<file path="src/rtl/div_rem_step.sv">
// One Horner step of the running remainder: shifts in one operand bit and
// reduces modulo the divisor, assuming rem_in is already below the divisor.
module div_rem_step #(
   parameter int DIV_SZ = 8
) (
   input  logic [DIV_SZ-1:0] rem_in,
   input  logic              bit_in,
   input  logic [DIV_SZ-1:0] div,
   output logic [DIV_SZ-1:0] rem_out
);

   // One extra bit: 2*rem+bit can reach 2*div-1, so a single subtraction suffices.
   logic [DIV_SZ:0] shifted;
   logic [DIV_SZ:0] div_ext;

   assign shifted = {rem_in, bit_in};
   assign div_ext = {1'b0, div};

   always_comb begin
      rem_out = '0;
      if (div != '0) begin
         if (shifted >= div_ext) begin
            rem_out = DIV_SZ'(shifted - div_ext);
         end else begin
            rem_out = DIV_SZ'(shifted);
         end
      end
   end

endmodule

</file>
<file path="config.mk">
export PLATFORM = sky130hd
export DESIGN_NAME = div_rem_step
export DESIGN_NICKNAME = d
export VERILOG_FILES = /design/src/rtl/div_rem_step.sv
export SDC_FILE = /design/constraint.sdc
export NUM_CORES = 1
export LEC_CHECK = 0
export ABC_AREA = 1
export CORE_UTILIZATION = 50
export DETAILED_ROUTE_END_ITERATION = 12
export PLACE_DENSITY = 0.95
export SLEW_MARGIN = 20
export SYNTH_ARGS = -nofsm -noshare
export SYNTH_HDL_FRONTEND = slang
export SYNTH_SLANG_ARGS = --single-unit
</file>
<file path="constraint.sdc">
create_clock -name vclk -period 3.8
set_input_delay 0.57 -clock vclk [all_inputs]
set_output_delay 0.57 -clock vclk [all_outputs]
set_load 0.01 [all_outputs]
</file>
==> results of run 1 <==
-- synth_stat cells --
| library cell | count |
|---|---|
| nor3_4 | 1 |
| nand2_4 | 1 |
| nor3_1 | 1 |
| nor2_1 | 19 |
| fa_1 | 1 |
| a21oi_1 | 3 |
| inv_2 | 2 |
| clkinv_1 | 1 |
| ha_1 | 8 |
| xnor2_1 | 2 |
| inv_1 | 31 |
| nor4_1 | 1 |
| nand3_4 | 1 |
| nand2_1 | 34 |
| nand4_1 | 2 |
| nand3_2 | 1 |
| nor2_4 | 2 |
| nor2_2 | 3 |
| xor2_1 | 1 |
| nand2_2 | 4 |
| a21oi_4 | 1 |
| nand3_1 | 13 |
| a21boi_2 | 1 |
-- worst max-delay path, stage by stage --
cell and delay, ps:
clkdlybuf4s50_1 480, inv_1 50, ha_1 350, nand2_1 100
nand2_1 80, nand2_2 90, nand3_4 110, a21oi_4 270
nor2_1 70, nor2_1 120, clkdlybuf4s50_1 540
-- final cells by class --
cell class | instances | area [um^2] | area share
inverter | 34 | 128 | 0.128
timing repair buffer | 25 | 250 | 0.252
tap | 15 | 18.8 | 0.0189
multi-input combinational | 100 | 598 | 0.601
-- worst max-delay path by stage --
stage / start / end / cells after the start / slack, ps
3_3_place_gp: div[2] / rem_out[3] / 11 / 440
2_1_floorplan: bit_in / rem_out[6] / 10 / 1490
4_1_cts: div[2] / rem_out[6] / 11 / 380
6_report: div[2] / rem_out[6] / 11 / 390
5_1_grt: div[2] / rem_out[6] / 11 / 230
3_5_place_dp: div[2] / rem_out[6] / 11 / 380
-- power groups by stage --
stage	registers (mW)	logic (mW)	clock network, mW
4_1_cts	0	0.168	0
2_1_floorplan	0	0.100	0
3_3_place_gp	0	0.164	0
6_report	0	0.168	0
3_5_place_dp	0	0.167	0
5_1_grt	0	0.186	0
-- stage by stage --
step                setup WS (ps)  instances
floorplan                    1490        134
global placement              444        174
detailed placement            380        174
CTS                           380        174
global route                  227        174
finish                        390        174
-- metal layers --
metal / track usage / up-vias / routed length, um / share of wire
met5: 0 / - / 0 / 0
met4: 0 / 0 / 0 / 0
met3: 0.00556 / 0 / 124 / 0.067
met2: 0.452 / 31 / 864 / 0.47
met1: 0.352 / 376 / 849 / 0.46
li1: - / 459 / - / -
-- layout by cell type, fill, tap and decap left out --
| master | n |
|---|---|
| a21oi_1 | 3 |
| nand2_1 | 34 |
| a21boi_2 | 1 |
| nand3_1 | 13 |
| xor2_1 | 1 |
| nor2_1 | 19 |
| inv_2 | 2 |
| clkdlybuf4s50_1 | 25 |
| clkinv_1 | 1 |
| nand2_4 | 1 |
| nand3_4 | 1 |
| nor2_2 | 3 |
| nor2_4 | 2 |
| nor4_1 | 1 |
| nand2_2 | 4 |
| nor3_4 | 1 |
| xnor2_1 | 2 |
| fa_1 | 1 |
| nand3_2 | 1 |
| nand4_1 | 2 |
| a21oi_4 | 1 |
| ha_1 | 8 |
| nor3_1 | 1 |
| inv_1 | 31 |
-- cell families (layout without fill, tap and decap cells) --
group / after synthesis / count (layout) / synth area share
fa+ha+maj: 9 / 9 / 0.166
xor+xnor: 3 / 3 / 0.0362
compound gates: 5 / 5 / 0.0586
simple gates: 83 / 83 / 0.564
buf+inv: 34 / 59 / 0.176
==> results.sh, run 1 <==
export IMPL_hold_violations=0
export IMPL_syn_cell_area_um2=726
export IMPL_hold_class="input port to primary output"
export IMPL_fin_util=0.755
export IMPL_cts_setup_buffers=0
export IMPL_grt_pass1_wl_um=2900
export IMPL_holdPathStages=6
export IMPL_post_route_cell_area_um2=995
export IMPL_hold_start="bit_in"
export IMPL_clkbuf_count=0
export IMPL_maxCapViolCount=0
export IMPL_dieWidth_um=40.1
export IMPL_tightest_slew_ps=328
export IMPL_synth_distinct_cells=23
export IMPL_synth_top_area_frac=0.176
export IMPL_drc=0
export IMPL_cp_max_fo=8
export IMPL_setup_viol=0
export IMPL_setup_tns_final_ps=0
export IMPL_max_slew_margin=0.781
export IMPL_via_per_inst=4.98
export IMPL_critPathCaptureType="primary output"
export IMPL_n_antenna_cell=0
export IMPL_yosys_warnings=0
export IMPL_power_frac_clock=0
export IMPL_coreArea_mm2=0.00132
export IMPL_cp_arrival_ps=2840
export IMPL_timing_hold_ws_ps=2250
export IMPL_initial_utilization=0.551
export IMPL_startpoint_type="input port"
export IMPL_p_comb_frac=1.000
export IMPL_drt_iter0_drc=48
export IMPL_n_sequential_cell=0
export IMPL_placed_area_um2=995
export IMPL_ir_drop_mv=0.0867
export IMPL_power_leakage_nw=0.579
export IMPL_max_freq_mhz=293
export IMPL_nets=187
export IMPL_wl_per_cell_um=10.6
export IMPL_switching_share=0.514
export IMPL_power_density_mw_per_mm2=169
export IMPL_io_pins=25
export IMPL_row_count=13
export IMPL_final_layout_size_suffix_gt1_frac=0.107
export IMPL_seq_area_frac_synth=0
export IMPL_synth_top_cell_by_area="nand2_1"
export IMPL_hpwlAfterDp_um=1590
export IMPL_post_cts_resized=0
export IMPL_hold_buffers=0
export IMPL_postRouteAntennaNets=0
export IMPL_grt_pass1_vias=680
export IMPL_synth_nets=160
export IMPL_die_area_mm2=0.00161
export IMPL_routabilityCongestion=0.885
export IMPL_finalCritPeriodShare=0.897
export IMPL_crit_type="input port to primary output"
export IMPL_power_mw=0.168
export IMPL_ff_latch_area_um2=0
export IMPL_wl_um=1840
export IMPL_pwr_share_seq=0
export IMPL_synth_area_leaders="nand2_1 (18%), inv_1 (16%), ha_1 (14%), nor2_1 (9.8%), nand3_1 (9.0%)"
export IMPL_status="complete, no violations"
export IMPL_port_buffers=25
export IMPL_fillers=101
export IMPL_whs_endpoint="rem_out[0]"
export IMPL_cellInternalPower_mw=0.0817
export IMPL_postSynthAreaPerCell_um2=5.42
export IMPL_drv_slew=0
export IMPL_antenna_found_initial=0
export IMPL_syn_inst=134
export IMPL_dr_pass1_iters=4
export IMPL_rsz0062_at_grt="false"
export IMPL_grt_max_degree=9
export IMPL_worstPathRequired_ps=3230
export IMPL_p_switching_mw=0.0863
export IMPL_grt_usage=0.253
export IMPL_die_h_um=40.1
export IMPL_vias=866
export IMPL_syn_to_final_growth_pct=37.1
export IMPL_post_route_min_period_ps=3410
export IMPL_grt_overflow_total=0
(Power assumes the default switching activity.)
==> run 2, diff against run 1 <==
- PLACE_DENSITY: 0.95 -> 0.83
==> results.sh, run 2 (same netlist as run 1, synthesis figures left out) <==
export IMPL_port_buffers=25
export IMPL_layout_cells_most_common="nand2_1"
export IMPL_io_pins=25
export IMPL_routabilityCongestion=0.886
export IMPL_worst_slack_ps=389
export IMPL_crit_type="input port to primary output"
export IMPL_grt_max_degree=9
export IMPL_max_freq_mhz=293
export IMPL_ff_latch_area_um2=0
export IMPL_n_sequential_cell=0
export IMPL_post_route_min_period_ps=3410
export IMPL_initial_utilization=0.551
export IMPL_coreArea_mm2=0.00132
export IMPL_wl_um=1940
export IMPL_via_per_inst=4.95
export IMPL_max_slew_margin=0.754
export IMPL_rsz0062_at_grt="false"
export IMPL_critPathCaptureType="primary output"
export IMPL_grt_pass1_vias=760
export IMPL_wl_per_cell_um=11.1
export IMPL_n_antenna_cell=0
export IMPL_hpwlAfterDp_um=1650
export IMPL_tightest_slew_ps=367
export IMPL_status="complete, no violations"
export IMPL_startpoint_type="input port"
export IMPL_cp_max_fo=8
export IMPL_stdcell_count=174
export IMPL_die_area_mm2=0.00161
export IMPL_drc=0
export IMPL_clkbuf_count=0
export IMPL_ir_drop_mv=0.105
export IMPL_syn_to_final_growth_pct=37.1
export IMPL_place_ws_ps=408
export IMPL_dieWidth_um=40.1
export IMPL_finalCritPeriodShare=0.898
export IMPL_grt_pass1_wl_um=3170
export IMPL_cp_arrival_ps=2840
export IMPL_hold_class="input port to primary output"
export IMPL_fillers=113
export IMPL_drv_slew=0
export IMPL_maxCapViolCount=0
export IMPL_dr_pass1_iters=4
export IMPL_dpl_cell_count=174
export IMPL_worstPathRequired_ps=3230
export IMPL_power_leakage_nw=0.579
export IMPL_grt_overflow_total=0
export IMPL_cts_setup_buffers=0
export IMPL_grt_usage=0.281
export IMPL_drt_iter0_drc=27
export IMPL_hold_buffers=0
export IMPL_hold_violations=0
export IMPL_post_cts_resized=0
export IMPL_final_cell_mix="nand2_1 (34), inv_1 (31), clkdlybuf4s50_1 (25)"
export IMPL_die_h_um=40.1
export IMPL_antenna_found_initial=0
export IMPL_final_layout_size_suffix_gt1_frac=0.107
export IMPL_power_density_mw_per_mm2=171
export IMPL_vias=862
export IMPL_multi_input_area_um2=598
export IMPL_row_count=13
export IMPL_nets=187
export IMPL_setup_tns_final_ps=0
export IMPL_postRouteAntennaNets=0
export IMPL_setup_viol=0
run 2: cell counts in the layout (fill, tap and decap cells not counted):
Identical to the previous run, type by type.
run 2: cell type report:
| class | count | share of cell area |
|---|---|---|
| multi-input cells | 100 | 0.601 |
| repair buffers | 25 | 0.252 |
| inverters | 34 | 0.128 |
| well taps | 15 | 0.0189 |
run 2: path summary, 6_finish.rpt:
kind,from,end,slack (ps),depth (start not counted)
setup / recovery,div[2],rem_out[5],390,11
hold / removal,bit_in,rem_out[0],2240,6
run 2: layer usage:
metal / vias to the layer above / share of wire / track usage
met5: - / 0 / 0
met4: 0 / 0 / 0.0259
met1: 385 / 0.49 / 0.376
li1: 459 / - / -
met2: 18 / 0.48 / 0.508
met3: 0 / 0.032 / 0.0111
run 2: power breakdown:
group	leakage [nW]	switching, mW	internal (mW)
clock	0	0	0
combinational	0.579	0.0880	0.0818
sequential	0	0	0
run 2: through the flow:
stage / hold WS, ps / utilization / cell area (um^2) / power (mW)
floorplan: 1340 / - / 726 / 0.100
global placement: 2240 / 0.755 / 995 / 0.165
detailed placement: 2240 / 0.755 / 995 / 0.169
CTS: 2240 / 0.755 / 995 / 0.170
global route: 2300 / 0.755 / 995 / 0.188
finish: 2240 / 0.755 / 995 / 0.170
run 2: critical path: stages:
cell and delay [ps]:
clkdlybuf4s50_1 490, inv_1 50, ha_1 340, nand2_1 90
nand2_1 70, nand2_2 100, nand3_4 120, a21oi_4 270
nor2_1 80, nor2_1 120, clkdlybuf4s50_1 550
